File: src/rtl/pq_key_select_tree_if.sv
// Vector-in / winner-out handshake bundle for pq_key_select_tree.
// The slave modport is the selector's view; master is the producer/consumer side.
interface pq_key_select_tree_if #(
    parameter int N     = 8,
    parameter int KEY_W = 8,
    parameter int VAL_W = 8
);
    localparam int LEVELS = $clog2(N);

    logic                   in_valid;
    logic                   in_ready;
    logic [N*KEY_W-1:0]     in_key;
    logic [N*VAL_W-1:0]     in_val;
    logic [N-1:0]           in_occ;
    logic                   in_max;
    logic                   out_valid;
    logic                   out_ready;
    logic [KEY_W-1:0]       out_key;
    logic [VAL_W-1:0]       out_val;
    logic [LEVELS-1:0]      out_idx;
    logic                   out_empty;

    modport master (
        output in_valid, in_key, in_val, in_occ, in_max, out_ready,
        input  in_ready, out_valid, out_key, out_val, out_idx, out_empty
    );

    modport slave (
        input  in_valid, in_key, in_val, in_occ, in_max, out_ready,
        output in_ready, out_valid, out_key, out_val, out_idx, out_empty
    );
endinterface

File: src/rtl/pq_key_select_tree.sv
// Pipelined N-way min/max key selector: a binary tournament with one register
// stage per tree level, global stall, lower index wins on equal keys.
module pq_key_select_tree #(
    parameter int N     = 8,
    parameter int KEY_W = 8,
    parameter int VAL_W = 8
) (
    input  logic                 clk,
    input  logic                 rst_n,
    pq_key_select_tree_if.slave  bus
);
    localparam int LEVELS = $clog2(N);
    localparam int NODES  = N - 1;

    logic              advance;
    logic [LEVELS-1:0] vld_d;
    logic [LEVELS-1:0] vld_q;

    // B replaces A only when strictly better, so ties keep the lower index.
    function automatic logic b_wins(input logic a_occ, input logic b_occ,
                                    input logic [KEY_W-1:0] a_key,
                                    input logic [KEY_W-1:0] b_key,
                                    input logic max_mode);
        if (a_occ && b_occ)
            return max_mode ? (b_key > a_key) : (b_key < a_key);
        return b_occ;
    endfunction

    always_comb begin
        advance  = !vld_q[LEVELS-1] || bus.out_ready;
        vld_d[0] = bus.in_valid;
        for (int s = 1; s < LEVELS; s++)
            vld_d[s] = vld_q[s-1];
    end

    always_ff @(posedge clk) begin
        if (!rst_n)
            vld_q <= '0;
        else if (advance)
            vld_q <= vld_d;
    end

    // Mode bit of the vector held in stage s; the last stage never needs it.
    for (genvar s = 0; s < LEVELS - 1; s++) begin : g_mode
        logic max_d;
        logic max_q;
        if (s == 0) begin : g_first
            always_comb max_d = bus.in_max;
        end else begin : g_next
            always_comb max_d = g_mode[s-1].max_q;
        end
        always_ff @(posedge clk) begin
            if (!rst_n)
                max_q <= 1'b0;
            else if (advance)
                max_q <= max_d;
        end
    end

    // Heap-ordered tree: node k reduces children 2k and 2k+1; indices >= N are inputs.
    for (genvar k = 1; k <= NODES; k++) begin : g_node
        localparam int S = LEVELS - $clog2(k + 1);

        logic [KEY_W-1:0]  a_key, b_key, key_d, key_q;
        logic [VAL_W-1:0]  a_val, b_val, val_d, val_q;
        logic [LEVELS-1:0] a_idx, b_idx, idx_d, idx_q;
        logic              a_occ, b_occ, occ_d, occ_q;
        logic              mode, pick_b;

        if (2 * k >= N) begin : g_leaf
            localparam int IA = 2 * k - N;
            assign a_key = bus.in_key[IA*KEY_W +: KEY_W];
            assign b_key = bus.in_key[(IA+1)*KEY_W +: KEY_W];
            assign a_val = bus.in_val[IA*VAL_W +: VAL_W];
            assign b_val = bus.in_val[(IA+1)*VAL_W +: VAL_W];
            assign a_occ = bus.in_occ[IA];
            assign b_occ = bus.in_occ[IA+1];
            assign a_idx = LEVELS'(IA);
            assign b_idx = LEVELS'(IA + 1);
            assign mode  = bus.in_max;
        end else begin : g_inner
            assign a_key = g_node[2*k].key_q;
            assign b_key = g_node[2*k+1].key_q;
            assign a_val = g_node[2*k].val_q;
            assign b_val = g_node[2*k+1].val_q;
            assign a_occ = g_node[2*k].occ_q;
            assign b_occ = g_node[2*k+1].occ_q;
            assign a_idx = g_node[2*k].idx_q;
            assign b_idx = g_node[2*k+1].idx_q;
            assign mode  = g_mode[S-1].max_q;
        end

        always_comb begin
            pick_b = b_wins(a_occ, b_occ, a_key, b_key, mode);
            occ_d  = a_occ | b_occ;
            key_d  = '0;
            val_d  = '0;
            idx_d  = '0;
            if (occ_d) begin
                key_d = pick_b ? b_key : a_key;
                val_d = pick_b ? b_val : a_val;
                idx_d = pick_b ? b_idx : a_idx;
            end
        end

        // Stage S boundary: candidate payload follows the stage valid, not reset.
        always_ff @(posedge clk) begin
            if (advance) begin
                key_q <= key_d;
                val_q <= val_d;
                idx_q <= idx_d;
                occ_q <= occ_d;
            end
        end
    end

    // Payload is qualified by the final stage valid so reset and bubbles read as zero.
    assign bus.in_ready  = advance;
    assign bus.out_valid = vld_q[LEVELS-1];
    assign bus.out_empty = vld_q[LEVELS-1] & ~g_node[1].occ_q;
    assign bus.out_key   = vld_q[LEVELS-1] ? g_node[1].key_q : '0;
    assign bus.out_val   = vld_q[LEVELS-1] ? g_node[1].val_q : '0;
    assign bus.out_idx   = vld_q[LEVELS-1] ? g_node[1].idx_q : '0;
endmodule
File: src/flat_wrapper.sv
// flat-port wrapper written by rule: the top's interface ports become plain ports
module pq_key_select_tree_flat 
#(
    parameter int N     = 8,
    parameter int KEY_W = 8,
    parameter int VAL_W = 8
)
  (clk, rst_n, bus_in_valid, bus_in_key, bus_in_val, bus_in_occ, bus_in_max, bus_out_ready, bus_in_ready, bus_out_valid, bus_out_key, bus_out_val, bus_out_idx, bus_out_empty);
  pq_key_select_tree_if #(.N(N), .KEY_W(KEY_W), .VAL_W(VAL_W)) bus_i ();
  input  logic clk;
  input  logic rst_n;
  input wire logic [$bits(bus_i.in_valid)-1:0] bus_in_valid;
  input wire logic [$bits(bus_i.in_key)-1:0] bus_in_key;
  input wire logic [$bits(bus_i.in_val)-1:0] bus_in_val;
  input wire logic [$bits(bus_i.in_occ)-1:0] bus_in_occ;
  input wire logic [$bits(bus_i.in_max)-1:0] bus_in_max;
  input wire logic [$bits(bus_i.out_ready)-1:0] bus_out_ready;
  output wire logic [$bits(bus_i.in_ready)-1:0] bus_in_ready;
  output wire logic [$bits(bus_i.out_valid)-1:0] bus_out_valid;
  output wire logic [$bits(bus_i.out_key)-1:0] bus_out_key;
  output wire logic [$bits(bus_i.out_val)-1:0] bus_out_val;
  output wire logic [$bits(bus_i.out_idx)-1:0] bus_out_idx;
  output wire logic [$bits(bus_i.out_empty)-1:0] bus_out_empty;
  assign bus_i.in_valid = bus_in_valid;
  assign bus_i.in_key = bus_in_key;
  assign bus_i.in_val = bus_in_val;
  assign bus_i.in_occ = bus_in_occ;
  assign bus_i.in_max = bus_in_max;
  assign bus_i.out_ready = bus_out_ready;
  assign bus_in_ready = bus_i.in_ready;
  assign bus_out_valid = bus_i.out_valid;
  assign bus_out_key = bus_i.out_key;
  assign bus_out_val = bus_i.out_val;
  assign bus_out_idx = bus_i.out_idx;
  assign bus_out_empty = bus_i.out_empty;
  pq_key_select_tree #(.N(N), .KEY_W(KEY_W), .VAL_W(VAL_W)) u_core (.clk(clk), .rst_n(rst_n), .bus(bus_i));
endmodule
File: config.mk
export PLATFORM = sky130hd
export DESIGN_NAME = pq_key_select_tree_flat
export DESIGN_NICKNAME = d
export VERILOG_FILES = /design/src/rtl/pq_key_select_tree_if.sv /design/src/rtl/pq_key_select_tree.sv /design/src/flat_wrapper.sv
export SDC_FILE = /design/constraint.sdc
export NUM_CORES = 1
export LEC_CHECK = 0
export CORE_MARGIN = 5
export CORE_UTILIZATION = 57
export CTS_BUF_LIST = sky130_fd_sc_hd__clkbuf_16
export DETAILED_ROUTE_END_ITERATION = 12
export PLACE_DENSITY = 0.87
export RECOVER_POWER = 50
export SYNTH_ARGS = -nofsm -noshare
export SYNTH_HDL_FRONTEND = slang
export SYNTH_SLANG_ARGS = --single-unit
File: constraint.sdc
create_clock -name clk -period 11.3 [get_ports clk]
set_clock_uncertainty 0.15 [all_clocks]
set_input_delay 1.695 -clock clk [delete_from_list [all_inputs] [get_ports clk]]
set_output_delay 1.695 -clock clk [all_outputs]
set_load 0.01 [all_outputs]
==> flow_summary.yaml <==
clocking:
  root_buffer: "clkbuf_16"
  ctsResizeCount: 0
  cts.sinks: 139
  postCtsSetupBuffers: 0
  clk_path_buf_depth: 2
  clk_pin_slew_ps: 50
  cts_hold_buf: 0
  htree_num_levels: 4
  cts_tree: "done"
  cts_buffers: 17
  clock_latency_ps: 420
job:
  maxCapViolCount: 4
logic_synthesis:
  avgSynthCellArea_um2: 10.6
  ys_seq_area_share_pct: 50.4
  ys_ff_latch: 139
  syn_inst: 771
  synth_area_um2: 8190
  ys.warnings.count: 0
  synth_area_leaders: "edfxtp_1 49%, mux2i_1 14%, ha_1 8.6%"
  synth_top_area_cell: "edfxtp_1"
  synth_ff_type: "edfxtp_1"
  synth-edff-count: 134
  async_reset_ff_share_pct: 0
  ys_types: 36
  syn-num-nets: 968
  synth_top_area_share_pct: 49.1
cells_and_area:
  num-nets-final: 1120
  final_common_cell: "inv_1"
  synthToLayoutAreaGrowth_pct: 27.6
  final_cell_mix: "178 x inv_1, 146 x clkdlybuf4s50_1, 134 x edfxtp_1"
  drive_above_1_share_pct: 4.91
  final_cell_area_um2: 10400
  diodes: 0
sta:
  hold_ws_ps: 386
  tns_ps: 0
  max_freq_mhz: 141
  drv_slew: 122
  setup_violations: 0
  fin_crit_sh_pct: 62.8
  rsz0062_at_grt: "false"
  period_needed_ps: 7100
  slew-limit-headroom_pct: -119
  hold_violations: 0
  worstMarginPinSlew_ps: 3240
detailed_routing:
  drc: 0
  detail_route.wl_per_cell_um: 15.7
  final_antenna_net_count: 0
  drt_iter0_markers: 356
  viasPerCell: 5.19
  wirelength_mm: 17.5
  vias: 5789
  drt_first_pass_iters: 4
worst_setup_path:
  r2r_start: "u_core.g_node[1].a_key[1]"
  crit_path_start: "bus_out_ready"
  r2r_cells: 8
  r2r_end: "u_core.g_node[1].key_q[6]"
  end_kind: "output pin"
  r2r_setup_slack_ps: 6520
  cp-start-kind: "primary input"
  cp.arrival_ps: 5260
  cp.required_ps: 9460
  endpoint: "bus_in_ready"
  crit_type: "primary input to output pin"
  crit_fanout: 67
die:
  num_rows: 43
  start_util_pct: 58.5
  io_pins: 163
  die_w_um: 130
  core_area_um2: 14000
  die_h_um: 130
  die_area_um2: 16900
place:
  place_congestion: 0.854
  dp_hpwl_mm: 13.1
  dpl_cell_area_um2: 9860
  numPortBuffers: 162
grt:
  grt_overflow: 0
  grt_max_degree: 78
  grt_pass1_wl_mm: 27.6
  grt.total_usage_pct: 21.1
  grt_antenna_before_repair: 0
  grt_pass1_vias: 5898
status:
  outcome: "finished, violations left"
  violations: "capacitance limit, slew limit"
power:
  pwr_density_cell_nw_per_um2: 154
  total_power_w: 0.00161
  leakage_nw: 5.09
  ir_worst_vdd_mv: 0.125
hold_path:
  hold_path_class: "flip-flop to flip-flop"
[final cells by class]
type / instances / area, µm²
Inverter: 178 / 668
Multi-Input combinational cell: 424 / 3170
Sequential cell: 139 / 4120
Timing Repair Buffer: 163 / 1630
Clock buffer: 17 / 425
Clock inverter: 15 / 198
Fill cell: 877 / 3540
Tap cell: 180 / 225
[cells in the mapped netlist, types with 2 or more instances]
cell type,n
and4b_1,4
o211ai_1,2
a31o_2,2
dfxtp_1,5
a21oi_1,20
o21ai_1,6
nand2_1,120
buf_6,8
buf_4,5
a21o_1,6
o21ai_0,12
a211oi_1,6
and2_1,20
inv_1,178
edfxtp_1,134
or2_2,7
ha_1,56
o21bai_1,4
nand4_1,14
nor2_1,7
a32o_1,4
mux2i_1,118
nor2b_1,7
clkbuf_1,14
[per-layer routing]
metal	global-route usage (%)	vias up	routed length, µm
met5	0	-	0
met2	36.9	204	8880
li1	-	2887	-
met4	8.01	0	401
met1	25.5	2668	6940
met3	5.03	30	1280
[registers in the layout (all words and copies together), names as in the netlist, 2 cells and up]
register             cells
u_core.g_node.a_key     24
u_core.g_node.a_val     24
u_core.g_node.b_key     24
u_core.g_node.b_val     24
u_core.g_node.key_q      8
u_core.g_node.val_q      8
u_core.g_node.b_idx      7
u_core.g_node.a_idx      5
u_core.g_node.a_occ      3
u_core.g_node.b_occ      3
u_core.g_node.idx_q      3
u_core.vld_q             3
u_core.g_mode.max_q      2
[worst min-delay path by stage]
stage                          startpoint               to  slack [ps]  cells after the start
after global placement    u_core.vld_q[1]  u_core.vld_q[2]         300                      2
after detailed placement  u_core.vld_q[1]  u_core.vld_q[2]         340                      2
after global routing      u_core.vld_q[1]  u_core.vld_q[2]         420                      2
after floorplan           u_core.vld_q[1]  u_core.vld_q[2]         290                      2
final                     u_core.vld_q[1]  u_core.vld_q[2]         390                      2
after CTS                 u_core.vld_q[1]  u_core.vld_q[2]         400                      2
[stage by stage]
step	util, %	instances	setup WS (ps)
floorplan	-	771	3770
finish	74.7	1116	4200
CTS	75.0	1116	5900
global route	74.7	1116	3960
global placement	70.5	1084	5930
detailed placement	70.5	1084	5910
[worst max-delay path, stage by stage]
cell	delay, ps
dlygate4sd3_1	520
nand2b_1	2110
clkdlybuf4s50_1	900
[power breakdown]
part / total, W / internal, W / switching (W)
Clock: 0.000578 / 0.000369 / 0.000209
Sequential: 0.000710 / 0.000671 / 0.0000387
Combinational: 0.000318 / 0.000167 / 0.000152
[logic make-up after synthesis]
| group | share of synthesized area [%] |
|---|---|
| buf+inv | 10.7 |
| simple gates | 10.3 |
| flops | 50.4 |
| mux | 14.4 |
| compound gates | 5.65 |
| fa+ha+maj | 8.56 |
Power figures use the tool's default switching activity.
